## config.mk

```make
export PLATFORM = sky130hd
export DESIGN_NAME = mips_cpu_reg_writeback_flat
export DESIGN_NICKNAME = d
export VERILOG_FILES = /design/src/rtl/mips_cpu_pkg.sv /design/src/rtl/mips_cpu_reg_writeback_if.sv /design/src/rtl/mips_cpu_load_formatter.sv /design/src/rtl/mips_cpu_reg_writeback.sv /design/src/flat_wrapper.sv
export SDC_FILE = /design/constraint.sdc
export NUM_CORES = 1
export LEC_CHECK = 0
export ABC_AREA = 1
export CAP_MARGIN = 20
export CORE_MARGIN = 3
export CORE_UTILIZATION = 46
export CTS_BUF_LIST = sky130_fd_sc_hd__clkbuf_4 sky130_fd_sc_hd__clkbuf_8
export DETAILED_ROUTE_END_ITERATION = 6
export GPL_TIMING_DRIVEN = 0
export PLACE_DENSITY_LB_ADDON = 0.25
export SYNTH_ARGS = -nofsm -noshare
export SYNTH_HDL_FRONTEND = slang
export SYNTH_SLANG_ARGS = --single-unit
```

## constraint.sdc

```tcl
create_clock -name clk -period 3.4 [get_ports clk]
set_input_delay 0.68 -clock clk [delete_from_list [all_inputs] [get_ports clk]]
set_output_delay 0.68 -clock clk [all_outputs]
set_load 0.1 [all_outputs]
```

## src/rtl/mips_cpu_pkg.sv

```systemverilog
// Shared constants for the MIPS register writeback path: load size/sign encodings
// and the hard-wired zero register index.
package mips_cpu_pkg;

    localparam logic [2:0] LT_LW  = 3'd0;
    localparam logic [2:0] LT_LB  = 3'd1;
    localparam logic [2:0] LT_LBU = 3'd2;
    localparam logic [2:0] LT_LH  = 3'd3;
    localparam logic [2:0] LT_LHU = 3'd4;

    localparam logic [4:0] REG_ZERO = 5'd0;

endpackage

```

## src/rtl/mips_cpu_reg_writeback_if.sv

```systemverilog
// Execute/memory side of the register writeback block plus its register-file write port.
// The master modport is the pipeline driving results in; slave is the writeback block.
interface mips_cpu_reg_writeback_if #(
    parameter int DATA_W     = 32,
    parameter int REG_ADDR_W = 5
);

    logic                  alu_valid;
    logic                  alu_ready;
    logic [REG_ADDR_W-1:0] alu_dest;
    logic [DATA_W-1:0]     alu_data;

    logic                  load_issue;
    logic                  load_ready;
    logic [REG_ADDR_W-1:0] load_dest;
    logic [2:0]            load_type;
    logic [1:0]            load_addr_low;

    logic                  mem_rdata_valid;
    logic [DATA_W-1:0]     mem_rdata;

    logic                  load_pending;
    logic [REG_ADDR_W-1:0] pending_dest;

    logic                  write_enable;
    logic [REG_ADDR_W-1:0] write_reg;
    logic [DATA_W-1:0]     write_data;

    modport master (
        output alu_valid, alu_dest, alu_data,
        output load_issue, load_dest, load_type, load_addr_low,
        output mem_rdata_valid, mem_rdata,
        input  alu_ready, load_ready, load_pending, pending_dest,
        input  write_enable, write_reg, write_data
    );

    modport slave (
        input  alu_valid, alu_dest, alu_data,
        input  load_issue, load_dest, load_type, load_addr_low,
        input  mem_rdata_valid, mem_rdata,
        output alu_ready, load_ready, load_pending, pending_dest,
        output write_enable, write_reg, write_data
    );

endinterface

```

## src/rtl/mips_cpu_load_formatter.sv

```systemverilog
// Selects the addressed byte/half lane of a returned memory word (little-endian)
// and sign- or zero-extends it to a full register value.
module mips_cpu_load_formatter
    import mips_cpu_pkg::*;
#(
    parameter int DATA_W = 32
) (
    input  logic [2:0]        load_type,
    input  logic [1:0]        addr_low,
    input  logic [DATA_W-1:0] rdata,
    output logic [DATA_W-1:0] result
);

    function automatic logic [DATA_W-1:0] ext_byte(input logic [7:0] b, input logic sgn);
        logic signed [7:0] sb;
        sb = signed'(b);
        return sgn ? DATA_W'(sb) : {{(DATA_W-8){1'b0}}, b};
    endfunction

    function automatic logic [DATA_W-1:0] ext_half(input logic [15:0] h, input logic sgn);
        logic signed [15:0] sh;
        sh = signed'(h);
        return sgn ? DATA_W'(sh) : {{(DATA_W-16){1'b0}}, h};
    endfunction

    logic [7:0]  byte_lane;
    logic [15:0] half_lane;

    // addr_low[0] is deliberately ignored for halfword lanes
    assign byte_lane = rdata[{addr_low, 3'b000} +: 8];
    assign half_lane = addr_low[1] ? rdata[31:16] : rdata[15:0];

    always_comb begin
        result = rdata;
        case (load_type)
            LT_LB:   result = ext_byte(byte_lane, 1'b1);
            LT_LBU:  result = ext_byte(byte_lane, 1'b0);
            LT_LH:   result = ext_half(half_lane, 1'b1);
            LT_LHU:  result = ext_half(half_lane, 1'b0);
            default: result = rdata;
        endcase
    end

endmodule

```

## src/rtl/mips_cpu_reg_writeback.sv

```systemverilog
// Single write-port master for the register file: merges ALU/link results with one
// outstanding load, applying load-first priority via a 1-entry skid and WAW cancel.
module mips_cpu_reg_writeback
    import mips_cpu_pkg::*;
#(
    parameter int DATA_W     = 32,
    parameter int REG_ADDR_W = 5
) (
    input logic                      clk,
    input logic                      reset,
    mips_cpu_reg_writeback_if.slave  wb
);

    localparam logic [0:0] ST_IDLE = 1'b0;
    localparam logic [0:0] ST_WAIT = 1'b1;

    logic [0:0]            state_p1;
    logic [REG_ADDR_W-1:0] pend_dest_p1;
    logic [2:0]            pend_type_p1;
    logic [1:0]            pend_addr_p1;
    logic                  cancel_p1;

    logic                  skid_vld_p1;
    logic [REG_ADDR_W-1:0] skid_dest_p1;
    logic [DATA_W-1:0]     skid_data_p1;

    logic                  we_p1;
    logic [REG_ADDR_W-1:0] wreg_p1;
    logic [DATA_W-1:0]     wdata_p1;

    logic                  alu_acc;
    logic                  ret;
    logic                  issue_acc;
    logic                  load_ready_c;
    logic [DATA_W-1:0]     load_result;

    logic                  wr_due;
    logic [REG_ADDR_W-1:0] wr_dest;
    logic [DATA_W-1:0]     wr_data;
    logic                  we_next;

    assign alu_acc      = wb.alu_valid & ~skid_vld_p1;
    assign ret          = wb.mem_rdata_valid & (state_p1 == ST_WAIT);
    assign load_ready_c = (state_p1 == ST_IDLE) | wb.mem_rdata_valid;
    assign issue_acc    = wb.load_issue & load_ready_c;

    mips_cpu_load_formatter #(.DATA_W(DATA_W)) u_fmt (
        .load_type (pend_type_p1),
        .addr_low  (pend_addr_p1),
        .rdata     (wb.mem_rdata),
        .result    (load_result)
    );

    // A returning load owns the write port; a cancelled return simply burns the slot.
    always_comb begin
        wr_due  = 1'b0;
        wr_dest = skid_dest_p1;
        wr_data = skid_data_p1;
        if (ret) begin
            wr_due  = ~cancel_p1;
            wr_dest = pend_dest_p1;
            wr_data = load_result;
        end else if (skid_vld_p1) begin
            wr_due  = 1'b1;
        end else if (alu_acc) begin
            wr_due  = 1'b1;
            wr_dest = wb.alu_dest;
            wr_data = wb.alu_data;
        end
    end

    assign we_next = wr_due & (wr_dest != REG_ADDR_W'(REG_ZERO));

    // Stage p1: control state, reset-cleared
    always_ff @(posedge clk) begin
        if (reset) begin
            state_p1     <= ST_IDLE;
            pend_dest_p1 <= '0;
            cancel_p1    <= 1'b0;
            skid_vld_p1  <= 1'b0;
            we_p1        <= 1'b0;
            wreg_p1      <= '0;
            wdata_p1     <= '0;
        end else begin
            if (issue_acc) begin
                state_p1     <= ST_WAIT;
                pend_dest_p1 <= wb.load_dest;
                cancel_p1    <= 1'b0;
            end else if (ret) begin
                state_p1     <= ST_IDLE;
                pend_dest_p1 <= '0;
                cancel_p1    <= 1'b0;
            end else if (state_p1 == ST_WAIT && alu_acc && wb.alu_dest == pend_dest_p1) begin
                cancel_p1    <= 1'b1;
            end

            if (ret && alu_acc) begin
                skid_vld_p1 <= 1'b1;
            end else if (!ret && skid_vld_p1) begin
                skid_vld_p1 <= 1'b0;
            end

            we_p1 <= we_next;
            if (we_next) begin
                wreg_p1  <= wr_dest;
                wdata_p1 <= wr_data;
            end
        end
    end

    // Stage p1: datapath captures, no reset needed
    always_ff @(posedge clk) begin
        if (issue_acc) begin
            pend_type_p1 <= wb.load_type;
            pend_addr_p1 <= wb.load_addr_low;
        end
        if (ret && alu_acc) begin
            skid_dest_p1 <= wb.alu_dest;
            skid_data_p1 <= wb.alu_data;
        end
    end

    assign wb.alu_ready    = ~skid_vld_p1;
    assign wb.load_ready   = load_ready_c;
    assign wb.load_pending = (state_p1 == ST_WAIT);
    assign wb.pending_dest = pend_dest_p1;
    assign wb.write_enable = we_p1;
    assign wb.write_reg    = wreg_p1;
    assign wb.write_data   = wdata_p1;

endmodule
```

## src/flat_wrapper.sv

```systemverilog
// flat-port wrapper written by rule: the top's interface ports become plain ports
module mips_cpu_reg_writeback_flat import mips_cpu_pkg::*;
#(
    parameter int DATA_W     = 32,
    parameter int REG_ADDR_W = 5
)
  (clk, reset, wb_alu_valid, wb_alu_dest, wb_alu_data, wb_load_issue, wb_load_dest, wb_load_type, wb_load_addr_low, wb_mem_rdata_valid, wb_mem_rdata, wb_alu_ready, wb_load_ready, wb_load_pending, wb_pending_dest, wb_write_enable, wb_write_reg, wb_write_data);
  mips_cpu_reg_writeback_if #(.DATA_W(DATA_W), .REG_ADDR_W(REG_ADDR_W)) wb_i ();
  input logic clk;
  input logic reset;
  input wire logic [$bits(wb_i.alu_valid)-1:0] wb_alu_valid;
  input wire logic [$bits(wb_i.alu_dest)-1:0] wb_alu_dest;
  input wire logic [$bits(wb_i.alu_data)-1:0] wb_alu_data;
  input wire logic [$bits(wb_i.load_issue)-1:0] wb_load_issue;
  input wire logic [$bits(wb_i.load_dest)-1:0] wb_load_dest;
  input wire logic [$bits(wb_i.load_type)-1:0] wb_load_type;
  input wire logic [$bits(wb_i.load_addr_low)-1:0] wb_load_addr_low;
  input wire logic [$bits(wb_i.mem_rdata_valid)-1:0] wb_mem_rdata_valid;
  input wire logic [$bits(wb_i.mem_rdata)-1:0] wb_mem_rdata;
  output wire logic [$bits(wb_i.alu_ready)-1:0] wb_alu_ready;
  output wire logic [$bits(wb_i.load_ready)-1:0] wb_load_ready;
  output wire logic [$bits(wb_i.load_pending)-1:0] wb_load_pending;
  output wire logic [$bits(wb_i.pending_dest)-1:0] wb_pending_dest;
  output wire logic [$bits(wb_i.write_enable)-1:0] wb_write_enable;
  output wire logic [$bits(wb_i.write_reg)-1:0] wb_write_reg;
  output wire logic [$bits(wb_i.write_data)-1:0] wb_write_data;
  assign wb_i.alu_valid = wb_alu_valid;
  assign wb_i.alu_dest = wb_alu_dest;
  assign wb_i.alu_data = wb_alu_data;
  assign wb_i.load_issue = wb_load_issue;
  assign wb_i.load_dest = wb_load_dest;
  assign wb_i.load_type = wb_load_type;
  assign wb_i.load_addr_low = wb_load_addr_low;
  assign wb_i.mem_rdata_valid = wb_mem_rdata_valid;
  assign wb_i.mem_rdata = wb_mem_rdata;
  assign wb_alu_ready = wb_i.alu_ready;
  assign wb_load_ready = wb_i.load_ready;
  assign wb_load_pending = wb_i.load_pending;
  assign wb_pending_dest = wb_i.pending_dest;
  assign wb_write_enable = wb_i.write_enable;
  assign wb_write_reg = wb_i.write_reg;
  assign wb_write_data = wb_i.write_data;
  mips_cpu_reg_writeback #(.DATA_W(DATA_W), .REG_ADDR_W(REG_ADDR_W)) u_core (.clk(clk), .reset(reset), .wb(wb_i));
endmodule
```

==> flow_summary.json <==
{
  "status": "finished, final reports clean",
  "slew_headroom_pct": 29.82,
  "postRouteAntennaNets": 0,
  "avgRoutedWirePerCell_um": 15.75,
  "combinationalPowerShare_pct": 34.3,
  "crit_type": "in2out",
  "root_buffer": "clkbuf_8",
  "grt_pass1_vias": 4751,
  "synthArstFlopShare_pct": 0,
  "power_switching_mw": 1.151,
  "routabilityCongestion": 0.8963,
  "syn_nets": 801,
  "crit_arrival_ns": 2.45,
  "dp_cells": 982,
  "synth-main-ff-cell": "dfxtp_1",
  "cts_made_buffers": 9,
  "seq_area_frac_synth_pct": 44.22,
  "cts_setup_buffers": 0,
  "power.internal_mw": 1.862,
  "hold_violations": 0,
  "syn_area_sq_mm": 0.004935,
  "power_leakage_nw": 2.910,
  "rows": 37,
  "start_util_pct": 47.59,
  "max_freq_ghz": 0.3194,
  "clock_path_buffers": 2,
  "fin_cells": 999,
  "end_kind": "output pin",
  "pre_cts_ws_ns": 0.2748,
  "setup.worst_path.start_class": "input port",
  "die_x_um": 109.6,
  "maxCapViolations": 0,
  "r2r-start": "u_core.wb.load_pending",
  "critPathLaunch": "wb_mem_rdata_valid",
  "grt_max_degree": 34,
  "grt_use_total_pct": 26.12,
  "setup_viol": 0,
  "ir_drop_uv": 425.4,
  "layout-drive-gt1-share_pct": 6.489,
  "routed_wl_um": 15740,
  "path_cells": "clkdlybuf4s50_1, inv_1, nand2_1, clkdlybuf4s50_1",
  "tightest_slew_ns": 1.049,
  "syn-instance-count": 717,
  "period_share_pct": 92.08,
  "max_stage_delay_ns": 1.14,
  "nets": 942,
  "hold_buffers": 0,
  "avgViaCountPerCell": 5.132,
  "synth_seq_cells": 88,
  "fin_area_sq_mm": 0.006630,
  "crit_path_top_delay_cell": "clkdlybuf4s50_1",
  "num_antenna_cells": 0,
  "initialDrtViolationCount": 364,
  "area_growth_pct": 34.36,
  "hold_start": "u_core.wb.write_reg[4]",
  "cts_tree": "yes",
  "core_sq_mm": 0.01037,
  "cts.repair.resized": 0,
  "synthDistinctLibCells": 25,
  "dr.pass1.iters": 6,
  "cts.clk_slew.worst_paths_ns": 0.09,
  "ys_warn_count": 0,
  "skew_ns": 0.01655,
  "drv_slew": 0,
  "dieArea_sq_mm": 0.01201,
  "cp_common_cell": "clkdlybuf4s50_1",
  "ios": 130,
  "power.density_mw_per_mm2": 454.5,
  "synth_edf_count": 42,
  "grt_overflow": 0,
  "insertion_delay_ns": 0.39,
  "p_seq_share_pct": 40.1,
  "dp_hpwl_um": 11920,
  "vias": 5127,
  "htree_levels": 3,
  "grt_pass1_wl_um": 24010,
  "hold_path_class": "reg2reg",
  "syn_area_per_cell_sq_um": 6.882,
  "setup_slack_ns": 0.2693,
  "power_switching_share_pct": 38.19,
  "rsz0062_at_grt": "no",
  "place_area_sq_mm": 0.006414,
  "cp.required_ns": 2.72,
  "grt_antenna_before_repair": 0,
  "route.detailed.drc": 0,
  "die_h_um": 109.6,
  "crit_fanout": 2,
  "period_needed_ns": 3.131,
  "clkPwrFrac_pct": 25.7,
  "clock-sinks": 88,
  "port_buffers": 128,
  "setup-tns-final_ns": 0
}
-- placed cells by master, fill, tap and decap left out --
cell type / n
nand2_1: 232
clkdlybuf4s50_1: 128
nor2_1: 105
inv_1: 75
nand3_1: 64
dfxtp_1: 46
edfxtp_1: 42
o211ai_1: 36
o21ai_0: 28
clkbuf_1: 25
or2_2: 22
a21oi_1: 14
clkbuf_8: 10
buf_2: 9
buf_6: 3
buf_1: 3
nor3_1: 2
inv_6: 2
inv_2: 1
nand2_2: 1
nor2_4: 1
clkinv_1: 1
o21bai_2: 1
a221oi_1: 1
xor2_1: 1
nor4_1: 1
nand3b_1: 1
nand4_1: 1
o21a_1: 1
clkbuf_4: 1
clkinvlp_4: 1
bufinv_16: 1
clkinv_4: 1
buf_12: 1
buf_4: 1
-- routing by layer --
layer | up-vias | GRT usage [%] | wire [um]
met5 | - | 0 | 0
met4 | 0 | 8.994 | 337
met3 | 25 | 6.694 | 1217
met2 | 205 | 42.02 | 7341
met1 | 2327 | 34.16 | 6840
li1 | 2570 | - | -
-- cells in the mapped netlist, types with 2 or more instances --
cell | n | area, sq um
edfxtp_1 | 42 | 1261
o21ai_0 | 28 | 140.1
buf_1 | 3 | 11.26
nand3_1 | 64 | 320.3
nor3_1 | 2 | 10.01
a21oi_1 | 14 | 70.07
buf_6 | 3 | 33.78
nor2_1 | 106 | 397.9
buf_2 | 9 | 45.04
dfxtp_1 | 46 | 920.9
nand2_1 | 232 | 870.8
or2_2 | 22 | 137.6
o211ai_1 | 36 | 270.3
clkbuf_1 | 25 | 93.84
inv_1 | 75 | 281.5
-- worst max-delay path: cells and delay by family --
family	cells	cell delay, ns
simple gates	1	0.08
buf+inv	3	1.69
-- worst paths after layout --
path | endpoint | slack, ns | cells past startpoint
worst max-delay path | wb_load_ready | 0.27 | 4
worst min-delay path | u_core.wb.write_reg[4] | 0.47 | 2
worst max register to register | u_core.skid_data_p1[31] | 1.23 | 5
worst min register to register | u_core.wb.write_reg[4] | 0.47 | 2
-- cell type report --
class | instances | area, sq um
buffer | 40 | 183.9
clock buffer | 11 | 145.1
clock inverter | 5 | 63.81
fill | 957 | 3740
inverter | 77 | 289.0
multi-input combinational | 512 | 2287
sequential | 88 | 2182
tap | 136 | 170.2
timing repair buffer | 130 | 1309
-- per-stage QoR --
stage          utilization (%)  hold WS, ns  power [mW]
2_1_floorplan                -       0.4308       1.933
3_3_place_gp             61.61       0.4596       2.241
3_5_place_dp             61.85       0.4582       2.254
4_1_cts                  63.86       0.4767       3.025
5_1_grt                  63.94       0.5127       3.151
6_report                 63.94       0.4729       3.013
-- logic make-up (layout without fill, tap and decap cells) --
family	count (synthesis)	count (layout)	synth area share, %
buffers and inverters	117	263	9.584
AOI/OAI and AO/OA	81	81	10.29
DFF	88	88	44.22
xor gates and xnor gates	1	1	0.1775
and+or+nand+nor	430	430	35.73
-- power by group through the flow --
| stage | Clock, mW | Sequential (mW) | Combinational, mW |
|---|---|---|---|
| after floorplan | 0 | 1.59 | 0.338 |
| after global placement | 0 | 1.23 | 1.01 |
| after detailed placement | 0 | 1.23 | 1.02 |
| after CTS | 0.790 | 1.21 | 1.03 |
| after global routing | 0.833 | 1.21 | 1.10 |
| final | 0.773 | 1.21 | 1.03 |
Power figures use the tool's default switching activity.
